[config.mk]
export PLATFORM = sky130hd
export DESIGN_NAME = lock_ctrl
export DESIGN_NICKNAME = d
export VERILOG_FILES = /design/src/rtl/lock_pkg.sv /design/src/rtl/lock_edge_det.sv /design/src/rtl/lock_ctrl.sv
export SDC_FILE = /design/constraint.sdc
export NUM_CORES = 1
export LEC_CHECK = 0
export CORE_ASPECT_RATIO = 0.8
export CORE_UTILIZATION = 45
export CTS_CLUSTER_DIAMETER = 120
export DETAILED_ROUTE_END_ITERATION = 10
export HOLD_SLACK_MARGIN = 0.03
export PLACE_DENSITY = 0.67
export SKIP_CTS_REPAIR_TIMING = 1
export SLEW_MARGIN = 10
export SYNTH_ARGS = -nofsm -noshare
export SYNTH_HDL_FRONTEND = slang
export SYNTH_SLANG_ARGS = --single-unit
[constraint.sdc]
create_clock -name clk -period 4 [get_ports clk]
set_input_delay 0.6 -clock clk [delete_from_list [all_inputs] [get_ports clk]]
set_output_delay 0.6 -clock clk [all_outputs]
set_load 0.1 [all_outputs]
[src/rtl/lock_pkg.sv]
// Shared types, default constants and width helpers for the combination lock.
package lock_pkg;

  typedef enum logic [2:0] {
    IDLE,
    ENTRY,
    OPEN,
    PROG,
    LOCKOUT
  } state_e;

  localparam int unsigned DEF_CODE_LEN    = 6;
  localparam logic [5:0]  DEF_RESET_CODE  = 6'b011001;
  localparam int unsigned DEF_MAX_FAIL    = 3;
  localparam int unsigned DEF_OPEN_CYC    = 500;
  localparam int unsigned DEF_LOCKOUT_CYC = 1000;

  // Bits needed to hold the values 0..n.
  function automatic int unsigned cnt_w(input int unsigned n);
    return (n == 0) ? 1 : $clog2(n + 1);
  endfunction

  function automatic int unsigned max_u(input int unsigned a, input int unsigned b);
    return (a > b) ? a : b;
  endfunction

endpackage

[src/rtl/lock_edge_det.sv]
// Rising-edge detector: one history flop per level input.
module lock_edge_det #(
  parameter int unsigned WIDTH = 4
) (
  input  logic             clk,
  input  logic             rst,
  input  logic [WIDTH-1:0] lvl,
  output logic [WIDTH-1:0] rise_c
);

  logic [WIDTH-1:0] lvl_q;

  // Level history, cleared on reset.
  always_ff @(posedge clk) begin
    if (rst) lvl_q <= '0;
    else     lvl_q <= lvl;
  end

  assign rise_c = lvl & ~lvl_q;

endmodule

[src/rtl/lock_ctrl.sv]
// Combination-lock controller: digit entry, compare, unlock window,
// failed-attempt lockout. Optional macro LOCK_PROG_EN enables in-field
// code reprogramming (PROG state, prog input, prog_mode output).
module lock_ctrl
  import lock_pkg::*;
#(
  parameter int unsigned         CODE_LEN    = DEF_CODE_LEN,
  parameter logic [CODE_LEN-1:0] RESET_CODE  = CODE_LEN'(DEF_RESET_CODE),
  parameter int unsigned         MAX_FAIL    = DEF_MAX_FAIL,
  parameter int unsigned         OPEN_CYC    = DEF_OPEN_CYC,
  parameter int unsigned         LOCKOUT_CYC = DEF_LOCKOUT_CYC
) (
  input  logic                          clk,
  input  logic                          rst,
  input  logic                          one,
  input  logic                          zero,
  input  logic                          st,
  input  logic                          prog,
  output logic                          unlock,
  output logic                          alarm,
  output logic                          locked_out,
  output logic                          prog_mode,
  output logic [cnt_w(CODE_LEN)-1:0]    digits,
  output logic [cnt_w(MAX_FAIL)-1:0]    fail_cnt
);

  localparam int unsigned DIG_W  = cnt_w(CODE_LEN);
  localparam int unsigned FAIL_W = cnt_w(MAX_FAIL);
  localparam int unsigned TMR_W  = cnt_w(max_u(OPEN_CYC, LOCKOUT_CYC));

  logic [3:0] rise;
  logic       one_e, zero_e, st_e, prog_e;

  state_e              state, state_d;
  logic [CODE_LEN-1:0] entry, entry_d;
  logic [DIG_W-1:0]    digits_d;
  logic [FAIL_W-1:0]   fail_d, fail_inc;
  logic [TMR_W-1:0]    timer, timer_d;
  logic                pend_val, pend_val_d;
  logic                pend_vld, pend_vld_d;
  logic                poison, poison_d;
  logic                collect;
  logic [CODE_LEN-1:0] code;

  lock_edge_det #(.WIDTH(4)) u_edge (
    .clk    (clk),
    .rst    (rst),
    .lvl    ({prog, st, zero, one}),
    .rise_c (rise)
  );

  assign one_e  = rise[0];
  assign zero_e = rise[1];
  assign st_e   = rise[2];
  assign prog_e = rise[3];

`ifdef LOCK_PROG_EN
  logic [CODE_LEN-1:0] code_d;

  // Programmable code register.
  always_ff @(posedge clk) begin
    if (rst) code <= RESET_CODE;
    else     code <= code_d;
  end
`else
  logic unused_prog;

  assign unused_prog = prog_e;
  assign code        = RESET_CODE;
  assign prog_mode   = 1'b0;
`endif

  // Next-state, datapath and counter updates.
  always_comb begin
    state_d    = state;
    entry_d    = entry;
    digits_d   = digits;
    fail_d     = fail_cnt;
    timer_d    = timer;
    pend_val_d = pend_val;
    pend_vld_d = pend_vld;
    poison_d   = poison;
`ifdef LOCK_PROG_EN
    code_d     = code;
`endif
    fail_inc = (fail_cnt == FAIL_W'(MAX_FAIL)) ? fail_cnt : fail_cnt + FAIL_W'(1);
    collect  = (state == IDLE) ||
               (((state == ENTRY) || (state == PROG)) && (digits != DIG_W'(CODE_LEN)));

    // Commit the old pending digit first so a simultaneous press becomes the next one.
    if (collect) begin
      if (st_e && pend_vld) begin
        entry_d    = {entry[CODE_LEN-2:0], pend_val};
        digits_d   = digits + DIG_W'(1);
        pend_vld_d = 1'b0;
      end
      if (one_e && zero_e) begin
        pend_vld_d = 1'b0;
        poison_d   = 1'b1;
      end else if (one_e) begin
        pend_val_d = 1'b1;
        pend_vld_d = 1'b1;
      end else if (zero_e) begin
        pend_val_d = 1'b0;
        pend_vld_d = 1'b1;
      end
    end

    case (state)
      IDLE: begin
        if (st_e && pend_vld) state_d = ENTRY;
      end
      ENTRY: begin
        if (digits == DIG_W'(CODE_LEN)) begin
          entry_d    = '0;
          digits_d   = '0;
          poison_d   = 1'b0;
          pend_vld_d = 1'b0;
          if ((entry == code) && !poison) begin
            state_d = OPEN;
            fail_d  = '0;
            timer_d = TMR_W'(OPEN_CYC - 1);
          end else begin
            fail_d = fail_inc;
            if (fail_inc == FAIL_W'(MAX_FAIL)) begin
              state_d = LOCKOUT;
              timer_d = TMR_W'(LOCKOUT_CYC - 1);
            end else begin
              state_d = IDLE;
            end
          end
        end
      end
      OPEN: begin
`ifdef LOCK_PROG_EN
        if (prog_e) begin
          state_d    = PROG;
          timer_d    = TMR_W'(OPEN_CYC - 1);
          entry_d    = '0;
          digits_d   = '0;
          poison_d   = 1'b0;
          pend_vld_d = 1'b0;
        end else
`endif
        if (timer == '0) state_d = IDLE;
        else             timer_d = timer - TMR_W'(1);
      end
`ifdef LOCK_PROG_EN
      PROG: begin
        if (poison || (digits == DIG_W'(CODE_LEN)) || (timer == '0)) begin
          if (!poison && (digits == DIG_W'(CODE_LEN))) code_d = entry;
          state_d    = IDLE;
          entry_d    = '0;
          digits_d   = '0;
          poison_d   = 1'b0;
          pend_vld_d = 1'b0;
        end else begin
          timer_d = timer - TMR_W'(1);
        end
      end
`endif
      LOCKOUT: begin
        if (timer == '0) begin
          state_d = IDLE;
          fail_d  = '0;
        end else begin
          timer_d = timer - TMR_W'(1);
        end
      end
      default: state_d = IDLE;
    endcase
  end

  // State, datapath and registered outputs.
  always_ff @(posedge clk) begin
    if (rst) begin
      state      <= IDLE;
      entry      <= '0;
      digits     <= '0;
      fail_cnt   <= '0;
      timer      <= '0;
      pend_val   <= 1'b0;
      pend_vld   <= 1'b0;
      poison     <= 1'b0;
      unlock     <= 1'b0;
      alarm      <= 1'b0;
      locked_out <= 1'b0;
    end else begin
      state      <= state_d;
      entry      <= entry_d;
      digits     <= digits_d;
      fail_cnt   <= fail_d;
      timer      <= timer_d;
      pend_val   <= pend_val_d;
      pend_vld   <= pend_vld_d;
      poison     <= poison_d;
      unlock     <= (state_d == OPEN);
      alarm      <= (state_d == LOCKOUT) && (state != LOCKOUT);
      locked_out <= (state_d == LOCKOUT);
    end
  end

`ifdef LOCK_PROG_EN
  // PROG indicator.
  always_ff @(posedge clk) begin
    if (rst) prog_mode <= 1'b0;
    else     prog_mode <= (state_d == PROG);
  end
`endif

endmodule

==> results_tabular.tex <==
\begin{tabular}{lr}
\hline
Metric & Value \\
\hline
\multicolumn{2}{l}{\textbf{STA}} \\
\quad Hold violation count in the final report & 0 \\
\quad Slew HR & 34.4\% \\
\quad Portion of the clock cycle consumed by the worst path in the final layout & 60.5\% \\
\quad Worst slew pin tran & 981 ps \\
\quad Minimum hold slack & 484 ps \\
\quad RSZ-0062 raised after global routing & false \\
\quad Final number of max-transition violations & 0 \\
\quad Worst Skew & 2.58 ps \\
\quad Peak Freq & 413 MHz \\
\quad Final-report setup violation count & 0 \\
\quad Total Negative Setup Slacks & 0 ps \\
\quad Final critical-path required period & 2420 ps \\
\multicolumn{2}{l}{\textbf{Clocking}} \\
\quad Clk Tree Root Cell & sky130\_fd\_sc\_hd\_\_clkbuf\_8 \\
\quad CTS sink count & 33 \\
\quad Clock transition at the register clock pins on the worst setup and hold paths after CTS & 60 ps \\
\quad Number of H-tree levels & 2 \\
\quad Bufs on Longest Clock Path & 2 \\
\quad TritonCTS clock tree & done \\
\quad Number of buffers inserted during clock tree synthesis & 5 \\
\quad Clock insertion delay at the later pin of the skew report & 280 ps \\
\multicolumn{2}{l}{\textbf{Hold path}} \\
\quad End of the worst hold path & pend\_val \\
\quad Hold WC Path Type & reg -> reg \\
\quad Hold Crit Depth & 2 \\
\quad HP Start & pend\_val \\
\multicolumn{2}{l}{\textbf{GRT}} \\
\quad Overall Global Routing Usage & 19.4\% \\
\quad Number of antenna violations at the first check in global routing & 0 \\
\quad Global-route wire length before repair & 5120 um \\
\quad Vias in the first global route & 1149 \\
\quad Largest net degree at the start of global routing & 21 \\
\quad Overflow left after global routing & 0 \\
\multicolumn{2}{l}{\textbf{Placement}} \\
\quad Area post-placement & 0.00167 sq mm \\
\quad Routability congestion estimate & 0.790 \\
\quad Count of buffers from port buffering & 12 \\
\quad Hpwl dp & 2160 um \\
\multicolumn{2}{l}{\textbf{Power and ir drop}} \\
\quad Combinational power share & 7.4\% \\
\quad Max rail drop VDD & 0.218 mV \\
\quad Power per cell area & 361 mW/mm\^{}2 \\
\quad Switching power summed over all nets & 146 uW \\
\quad Part of the total power dissipated in the clock network & 39.0\% \\
\quad Switching share of power & 23.0\% \\
\quad Share of total power in sequential cells & 53.6\% \\
\quad Cell internal power dissipation & 488 uW \\
\quad Leakage & 0.659 nW \\
\multicolumn{2}{l}{\textbf{Synth}} \\
\quad Cell types with the highest counts after synthesis & sky130\_fd\_sc\_hd\_\_dfxtp\_1 (33), sky130\_fd\_sc\_hd\_\_nor2\_1 (25), sky130\_fd\_sc\_hd\_\_a21oi\_1 (14) \\
\quad XOR/XNOR share of the synthesized area & 4.00\% \\
\quad Cells after synthesis & 174 \\
\quad Count of cell types in the netlist & 48 \\
\quad Warnings, synthesis & 0 \\
\quad Post-synthesis adder-cell area fraction & 3.27\% \\
\quad Share of synthesized area occupied by flip-flops and latches & 43.1\% \\
\quad Dominant combinational cell family by area after synthesis & simple AND/OR/NAND/NOR gates \\
\quad Number of flops mapped to enable cells by yosys & 0 \\
\quad Multiplexer share of the synthesized area & 3.92\% \\
\quad Cell type contributing the most total cell area after synthesis & sky130\_fd\_sc\_hd\_\_dfxtp\_1 \\
\quad Complex-gate fraction of the synthesized area & 16.8\% \\
\quad Async set or reset register ratio after synthesis & 0\% \\
\quad Simple-gate portion of the synthesized area & 23.9\% \\
\quad Summed instance area of the synthesized netlist & 0.00153 sq mm \\
\quad Mapped Nets & 184 \\
\quad Synthesis-stage register bit count & 33 \\
\quad Top area cells in the synthesized netlist & sky130\_fd\_sc\_hd\_\_dfxtp\_1 (43\%), sky130\_fd\_sc\_hd\_\_nor2\_1 (6.1\%), sky130\_fd\_sc\_hd\_\_a21oi\_1 (4.6\%) \\
\quad Library cell with the highest instance count after synthesis & sky130\_fd\_sc\_hd\_\_dfxtp\_1 \\
\quad Avg Synthesized Cell Area & 8.80 sq um \\
\quad Dominant synthesized flop cell & sky130\_fd\_sc\_hd\_\_dfxtp\_1 \\
\quad Area share of the largest cell type after synthesis & 43.1\% \\
\multicolumn{2}{l}{\textbf{Route}} \\
\quad ANT nets after route & 0 \\
\quad Number of vias after detailed routing & 1253 \\
\quad DRC violation count after routing & 0 \\
\quad Final wirelength & 2960 um \\
\quad 1st-pass router iterations & 4 \\
\quad DRT iter0 DRCs & 119 \\
\quad Per-cell via count in the routed design & 5.57 \\
\quad Average routed wire per standard cell & 13.2 um \\
\multicolumn{2}{l}{\textbf{Critical path}} \\
\quad Delay of the slowest cell on the worst path & 1160 ps \\
\quad Reg2reg start & timer[0] \\
\quad R2R Path End & timer[7] \\
\quad Largest driver fanout on the critical path & 4 \\
\quad CP max stage cell & sky130\_fd\_sc\_hd\_\_clkdlybuf4s50\_1 \\
\quad Type of the worst setup path & reg -> out \\
\quad Arr. time, crit path & 1820 ps \\
\quad Startpoint kind of the worst setup timing path & flop \\
\quad Critical path cell sequence & clkdlybuf4s50\_1 \\
\quad Depth of the worst register-to-register path & 7 \\
\quad Slack of the worst reg-to-reg path & 1720 ps \\
\quad Crit end category & primary output \\
\quad Required time of the critical path & 3400 ps \\
\quad Number of buffers and inverters on the critical path & 1 \\
\quad Largest delay contributor family on the critical path & buffers and inverters \\
\multicolumn{2}{l}{\textbf{Die}} \\
\quad Overall die height & 54.2 um \\
\quad Full die area & 0.00364 sq mm \\
\quad Initial cell density of the core & 48.6\% \\
\quad Number of I/O pins & 15 \\
\quad Die Span X & 67.2 um \\
\quad Number of cell rows & 18 \\
\quad Core area & 0.00315 sq mm \\
\multicolumn{2}{l}{\textbf{Final layout}} \\
\quad Antenna cells & 0 \\
\quad Layout-stage area growth over the synthesis result & 14.6\% \\
\quad Seq. cell area & 661 sq um \\
\quad Filler Cell Count & 296 \\
\quad Post-Layout Inst Area & 0.00176 sq mm \\
\quad Fraction of final layout cells sized beyond drive strength 1 & 8.65\% \\
\quad Area of the multi-input gates & 805 sq um \\
\quad Net count, final & 195 \\
\multicolumn{2}{l}{\textbf{Status}} \\
\quad Run status & finished clean \\
\multicolumn{2}{l}{\textbf{Run}} \\
\quad Number of max-cap violations & 0 \\
\hline
\end{tabular}
## per-layer routing
metal / part of all wire, % / wire, um / track usage [%] / vias up
met4: 0.88 / 26 / 6.74 / 0
li1: - / - / - / 634
met1: 50 / 1470 / 25.3 / 584
met3: 5.3 / 158 / 6.14 / 5
met5: 0 / 0 / 0 / -
met2: 44 / 1310 / 30.0 / 30
## worst max-delay path by stage
| stage | start | to | slack [ps] | cells past startpoint |
|---|---|---|---|---|
| 2_1_floorplan | digits[0] | entry[1] | 1390 | 7 |
| 3_3_place_gp | rst | digits[1] | 1760 | 3 |
| 3_5_place_dp | rst | digits[1] | 1760 | 3 |
| 4_1_cts | fail_cnt[1] | fail_cnt[1] | 1570 | 1 |
| 5_1_grt | fail_cnt[1] | fail_cnt[1] | 1530 | 1 |
| 6_report | fail_cnt[1] | fail_cnt[1] | 1580 | 1 |
## layout make-up
type                    instances  share of cell area (%)
clock buffers                   7                    4.92
multi-input cells             125                    45.8
repair buffers                 13                    7.27
inverters                       7                    1.50
flip-flops and latches         33                    37.6
well taps                      40                    2.85
## registers in the layout, summed over array words and instances, names as in the netlist
register,cells
state,3
u_edge.lvl_q,3
entry,6
digits,3
poison,1
fail_cnt,2
pend_val,1
pend_vld,1
timer,10
unlock,1
locked_out,1
alarm,1
## power groups by stage
stage | combinational (mW) | sequential (mW) | clock [mW]
after floorplan | 0.0270 | 0.356 | 0
after global placement | 0.0463 | 0.347 | 0
after detailed placement | 0.0471 | 0.347 | 0
after CTS | 0.0473 | 0.340 | 0.254
after global routing | 0.0517 | 0.340 | 0.270
final | 0.0469 | 0.340 | 0.247
## placed cells by master (no fill, tap or decap), types with 2 or more instances in the layout
master and n:
sky130_fd_sc_hd__dfxtp_1 33, sky130_fd_sc_hd__nand3b_1 2, sky130_fd_sc_hd__a211oi_1 4, sky130_fd_sc_hd__nand3_1 3
sky130_fd_sc_hd__xor2_1 4, sky130_fd_sc_hd__o21ai_0 3, sky130_fd_sc_hd__mux2i_1 6, sky130_fd_sc_hd__nand2_1 7
sky130_fd_sc_hd__and3_1 2, sky130_fd_sc_hd__clkbuf_8 6, sky130_fd_sc_hd__nor2_1 25, sky130_fd_sc_hd__xnor2_1 3
sky130_fd_sc_hd__nor2b_1 7, sky130_fd_sc_hd__nor3_1 6, sky130_fd_sc_hd__inv_1 7, sky130_fd_sc_hd__nor4_1 3
sky130_fd_sc_hd__a21oi_1 14, sky130_fd_sc_hd__clkdlybuf4s50_1 12, sky130_fd_sc_hd__ha_1 4, sky130_fd_sc_hd__or2_2 2
sky130_fd_sc_hd__o21ai_1 2, sky130_fd_sc_hd__a31oi_1 3
## kinds of logic (layout without fill, tap and decap cells)
logic type	Yosys count	in the layout
buffers and inverters	16	27
AOI/OAI and AO/OA	38	38
muxes	6	6
and+or+nand+nor	69	69
other	1	1
adders and majority gates	4	4
DFF	33	33
xor gates and xnor gates	7	7
## stage by stage
stage	util, %	total power, mW	worst slack (ps)	std cells
floorplan	-	0.383	1390	174
global route	55.7	0.662	1530	225
global placement	52.9	0.393	1760	218
detailed placement	52.9	0.394	1760	218
CTS	55.7	0.641	1570	225
finish	55.7	0.633	1580	225
No activity file was read; power rests on OpenSTA's default activity.
